==> src/rtl/ex_ctrl_pkg.sv <==
// ex_ctrl_pkg: shared op-class and FSM state types for the EX stage controller.
package ex_ctrl_pkg;
    typedef enum logic [1:0] {
        OP_SINGLE = 2'd0,
        OP_MUL    = 2'd1,
        OP_DIV    = 2'd2,
        OP_RSVD   = 2'd3
    } op_class_t;

    typedef enum logic [1:0] {
        IDLE = 2'd0,
        BUSY = 2'd1,
        DONE = 2'd2
    } ex_ctrl_state_t;
endpackage

==> src/rtl/ex_stage_controller_counter.sv <==
// ex_latency_counter: loadable down-counter with clear and zero flag.
module ex_latency_counter #(
    parameter int W = 6
) (
    input  logic         clk,
    input  logic         rst_n,
    input  logic         load,
    input  logic         dec,
    input  logic         clr,
    input  logic [W-1:0] load_val,
    output logic [W-1:0] cnt,
    output logic         zero
);
    always_ff @(posedge clk or negedge rst_n) begin
        if (!rst_n) cnt <= '0;
        else if (clr) cnt <= '0;
        else if (load) cnt <= load_val;
        else if (dec) cnt <= cnt - 1'b1;
    end

    assign zero = (cnt == '0);
endmodule

==> src/rtl/ex_stage_controller.sv <==
// ex_stage_controller: EX-stage sequencer for multi-cycle MUL/DIV ops.
// Optional stall counter enabled by defining EX_CTRL_PERF_COUNT_EN.
module ex_stage_controller
    import ex_ctrl_pkg::*;
#(
    parameter int MUL_CYCLES = 4,
    parameter int DIV_CYCLES = 32
) (
    input  logic        clk,
    input  logic        rst_n,
    input  logic        valid_EX,
    input  logic [1:0]  op_class_EX,
    input  logic        flush,
    input  logic        mem_stall,
    output logic        stall_upstream,
    output logic        invalid_EX,
    output logic        unit_start,
    output logic        unit_step,
    output logic        unit_abort,
    output logic        result_sel,
    output logic        busy,
    output logic [31:0] stall_cycles
);
    localparam int MAXC = (MUL_CYCLES > DIV_CYCLES) ? MUL_CYCLES : DIV_CYCLES;
    localparam int CW = $clog2(MAXC + 1);

    ex_ctrl_state_t state, next;
    logic [CW-1:0] cnt;
    logic zero, ld, dec, clr;
    logic start, step, abort, rsel, inv, stall;

    ex_latency_counter #(.W(CW)) u_cnt (
        .clk(clk),
        .rst_n(rst_n),
        .load(ld),
        .dec(dec),
        .clr(clr),
        .load_val(op_class_EX == OP_DIV ? CW'(DIV_CYCLES - 1) : CW'(MUL_CYCLES - 1)),
        .cnt(cnt),
        .zero(zero)
    );

    always_ff @(posedge clk or negedge rst_n) begin
        if (!rst_n) state <= IDLE;
        else state <= next;
    end

    // flush outranks every other condition once a unit op is in flight
    always_comb begin
        next = state;
        start = 1'b0;
        step = 1'b0;
        abort = 1'b0;
        rsel = 1'b0;
        inv = 1'b1;
        stall = 1'b0;
        ld = 1'b0;
        dec = 1'b0;
        clr = 1'b0;
        case (state)
            IDLE: begin
                start = valid_EX & !flush & (op_class_EX == OP_MUL || op_class_EX == OP_DIV);
                inv = start | !valid_EX | flush;
                stall = start | (mem_stall & !flush);
                ld = start;
                next = start ? BUSY : IDLE;
            end
            BUSY: begin
                abort = flush;
                clr = flush;
                step = !flush;
                stall = !flush;
                dec = !flush & !zero;
                next = flush ? IDLE : (zero ? DONE : BUSY);
            end
            DONE: begin
                abort = flush;
                clr = flush;
                rsel = !flush;
                inv = flush;
                stall = !flush & mem_stall;
                next = (flush || !mem_stall) ? IDLE : DONE;
            end
            default: next = IDLE;
        endcase
    end

    assign invalid_EX = !rst_n | inv;
    assign stall_upstream = rst_n & stall;
    assign unit_start = rst_n & start;
    assign unit_step = rst_n & step;
    assign unit_abort = rst_n & abort;
    assign result_sel = rst_n & rsel;
    assign busy = rst_n & (state != IDLE);

`ifdef EX_CTRL_PERF_COUNT_EN
    logic [31:0] perf;
    always_ff @(posedge clk or negedge rst_n) begin
        if (!rst_n) perf <= '0;
        else if (stall_upstream && perf != 32'hFFFF_FFFF) perf <= perf + 1'b1;
    end
    assign stall_cycles = perf;
`else
    assign stall_cycles = '0;
`endif
endmodule

==> config.mk <==
export PLATFORM = sky130hd
export DESIGN_NAME = ex_stage_controller
export DESIGN_NICKNAME = d
export VERILOG_FILES = /design/src/rtl/ex_ctrl_pkg.sv /design/src/rtl/ex_stage_controller_counter.sv /design/src/rtl/ex_stage_controller.sv
export SDC_FILE = /design/constraint.sdc
export NUM_CORES = 1
export LEC_CHECK = 0
export BUFFER_PORTS_ARGS = -buffer_cell sky130_fd_sc_hd__clkbuf_2
export CAP_MARGIN = 25
export CORE_AREA = 2 2 40 69
export CTS_CLUSTER_DIAMETER = 30
export DETAILED_ROUTE_END_ITERATION = 12
export DIE_AREA = 0 0 42 71
export PLACE_DENSITY = 0.7
export SLEW_MARGIN = 20
export SYNTH_ARGS = -nofsm -noshare
export SYNTH_HDL_FRONTEND = slang
export SYNTH_SLANG_ARGS = --single-unit
==> constraint.sdc <==
create_clock -name clk -period 1.55 [get_ports clk]
set_input_delay 0.0775 -clock clk [delete_from_list [all_inputs] [get_ports clk]]
set_output_delay 0.0775 -clock clk [all_outputs]
set_load 0.01 [all_outputs]
==> metrics.yaml <==
cts-htree-levels: 1
power_switching_uw: 529
yosys_warnings: 0
grt_pass1_vias: 712
fmax_mhz: 633
peakVddDrop_v: 0.000693
hold_viol: 0
dp_slack_ns: 0.00415
synth_top_area_share: 0.264
root_buffer: "clkbuf_8"
synth_cell_type_count: 32
power_switching_share: 0.388
die_width_um: 42
postLayoutSetupSlackWorst_ns: -0.0293
vias: 723
async_flop_share: 1.00
grt_antenna_before_repair: 0
outcome: "finished, violations left"
combPwrFrac: 0.557
fillers: 237
fin_util: 0.451
grt_pass1_wl_um: 2900
start_util: 0.374
period_minus_slack_ns: 1.58
grt.overflow.total: 0
cts_sinks: 8
synthTopCellsByArea: "buf_4 (26%), dfrtp_1 (22%), ha_1 (9.6%)"
wl_um: 1930
arrival_ns: 1.50
routabilityCongestion: 0.868
regToRegStartpoint: "state[0]"
num_rows: 24
hold_start: "flush"
crit_path_start: "state[0]"
pwr-share-seq: 0.258
critPathKind: "reg -> out"
min_period_over_period: 1.02
cts.path.max_buffers: 2
nNetsFinal: 150
die_h_um: 71
violations: "setup timing"
syn_inst: 104
drtPass1Iterations: 4
p_leak_uw: 0.000562
area_delta_synth_final_pct: 20.6
wl_per_cell_um: 12.1
io_pins: 46
clockPowerShare: 0.185
yosysSeqAreaShare: 0.220
required_ns: 1.47
setup_viol: 2
min_path_type: "in -> reg"
drive_gt1_frac: 0.381
clkLatencyLatePin_ns: 0.23
holdWs_ns: 0.185
final_antenna_net_count: 0
dp_hpwl_um: 1450
cts_tree: "yes"
synth-main-ff-cell: "dfrtp_1"
start_kind: "flop"
yosys.area.top_type: "buf_4"
port_buffers: 13
p_per_area_nw_per_um2: 1240
internal-power_uw: 834
clkTransAtPathRegs_ns: 0.04
numCtsBuffers: 3
maxSlewViolCount: 0
maxCapViolations: 0
synth_most_common_cell: "buf_4"
grtUsageTotal: 0.123
syn_avg_cell_area_sq_um: 8.75
detailedRoute.firstIterationViolations: 12
ys_top_cells_by_count: "buf_4 (32), dfrtp_1 (8), ha_1 (7), inv_1 (7), nand3_1 (7)"
core_sq_um: 2430
diodes: 0
rsz0062_at_grt: "true"
critPathMaxFanout: 5
design.die.area_sq_um: 2980
ys_ff_latch: 8
endpoint_kind: "output pin"
drc: 0
via_per_inst: 4.52
grt_max_degree: 16
syn_area_sq_um: 910
skew_ns: 0.00242
synth-edff-count: 0
-- sequential cells by signal, indices dropped and copies added, names as in the netlist --
signal / flops
state: 2
u_cnt.cnt: 6
-- through the flow --
stage               instances  total power [uW]  instance area, sq um  setup TNS, ns
CTS                       158              1320                  1050        -0.0837
global placement          152              1010                   955              0
global route              160              1470                  1100         -0.237
floorplan                 135               842                  1030              0
detailed placement        152              1030                   955              0
finish                    160              1360                  1100        -0.0495
-- critical path: stages, from the launching register on --
cell and delay (ns):
dfrtp_1 0.41, inv_2 0.12, ha_4 0.16, and4bb_4 0.25, buf_6 0.12, and2_4 0.13
buf_6 0.09
-- layer usage --
| layer | vias to the layer above | part of all wire | wire, um | global-route usage |
|---|---|---|---|---|
| met1 | 342 | 0.31 | 590 | 0.101 |
| li1 | 343 | - | - | - |
| met5 | - | 0 | 0 | 0 |
| met4 | 0 | 0.0067 | 13 | 0.0573 |
| met2 | 36 | 0.63 | 1210 | 0.264 |
| met3 | 2 | 0.058 | 112 | 0.0153 |
-- power groups by stage --
stage	Sequential, uW	Clock, uW	Combinational, uW
2_1_floorplan	357	0	485
3_3_place_gp	345	0	663
3_5_place_dp	349	0	677
4_1_cts	347	254	718
5_1_grt	359	261	845
6_report	351	252	760
-- final timing paths --
| kind | end | slack [ns] | depth (start not counted) |
|---|---|---|---|
| setup / recovery | unit_start | -0.03 | 6 |
| hold / removal | state[1] | 0.19 | 2 |
| setup reg to reg | u_cnt.cnt[1] | 0.01 | 6 |
| hold reg to reg | u_cnt.cnt[5] | 0.63 | 2 |
| max in group asynchronous | state[1] | 1.04 | 2 |
| min in group asynchronous | u_cnt.cnt[4] | 0.27 | 2 |
-- area by class of cell --
class / count / area (sq um) / area share
well taps: 26 / 32.5 / 0.0296
repair buffers: 29 / 201 / 0.184
multi-input cells: 87 / 596 / 0.543
flip-flops and latches: 8 / 200 / 0.182
inverters: 7 / 26.3 / 0.0239
clock buffers: 3 / 41.3 / 0.0376
-- cell usage in the layout (no fill, tap or decap), drive strengths merged, types with 3 or more instances in the layout --
| master | n |
|---|---|
| buf | 17 |
| clkbuf | 14 |
| conb | 32 |
| dfrtp | 8 |
| ha | 7 |
| inv | 7 |
| nand2 | 4 |
| nand3 | 7 |
| nor2 | 6 |
| nor2b | 3 |
| nor3 | 3 |
| o21ai | 3 |
| xnor2 | 3 |
-- cell families (layout without fill, tap and decap cells) --
family                     Yosys count  in the layout  synth area share
adders and majority gates            7              7            0.0963
buffers and inverters               40             39             0.305
and+or+nand+nor                     33             33             0.226
other                                1             32           0.00412
xor gates and xnor gates             3              3            0.0289
AOI/OAI and AO/OA                   12             12             0.120
DFF                                  8              8             0.220
-- repair_timing --
action / in CTS / in global routing
cloned: 0 / 0
setup endpoints to repair: 3 / 7
endpoints found under the hold margin: 8 / 0
resized for setup: 9 / 9
pin swaps: 2 / 3
hold buffers: 1 / 0
buffers inserted: 2 / 2
Power figures use the tool's default switching activity.
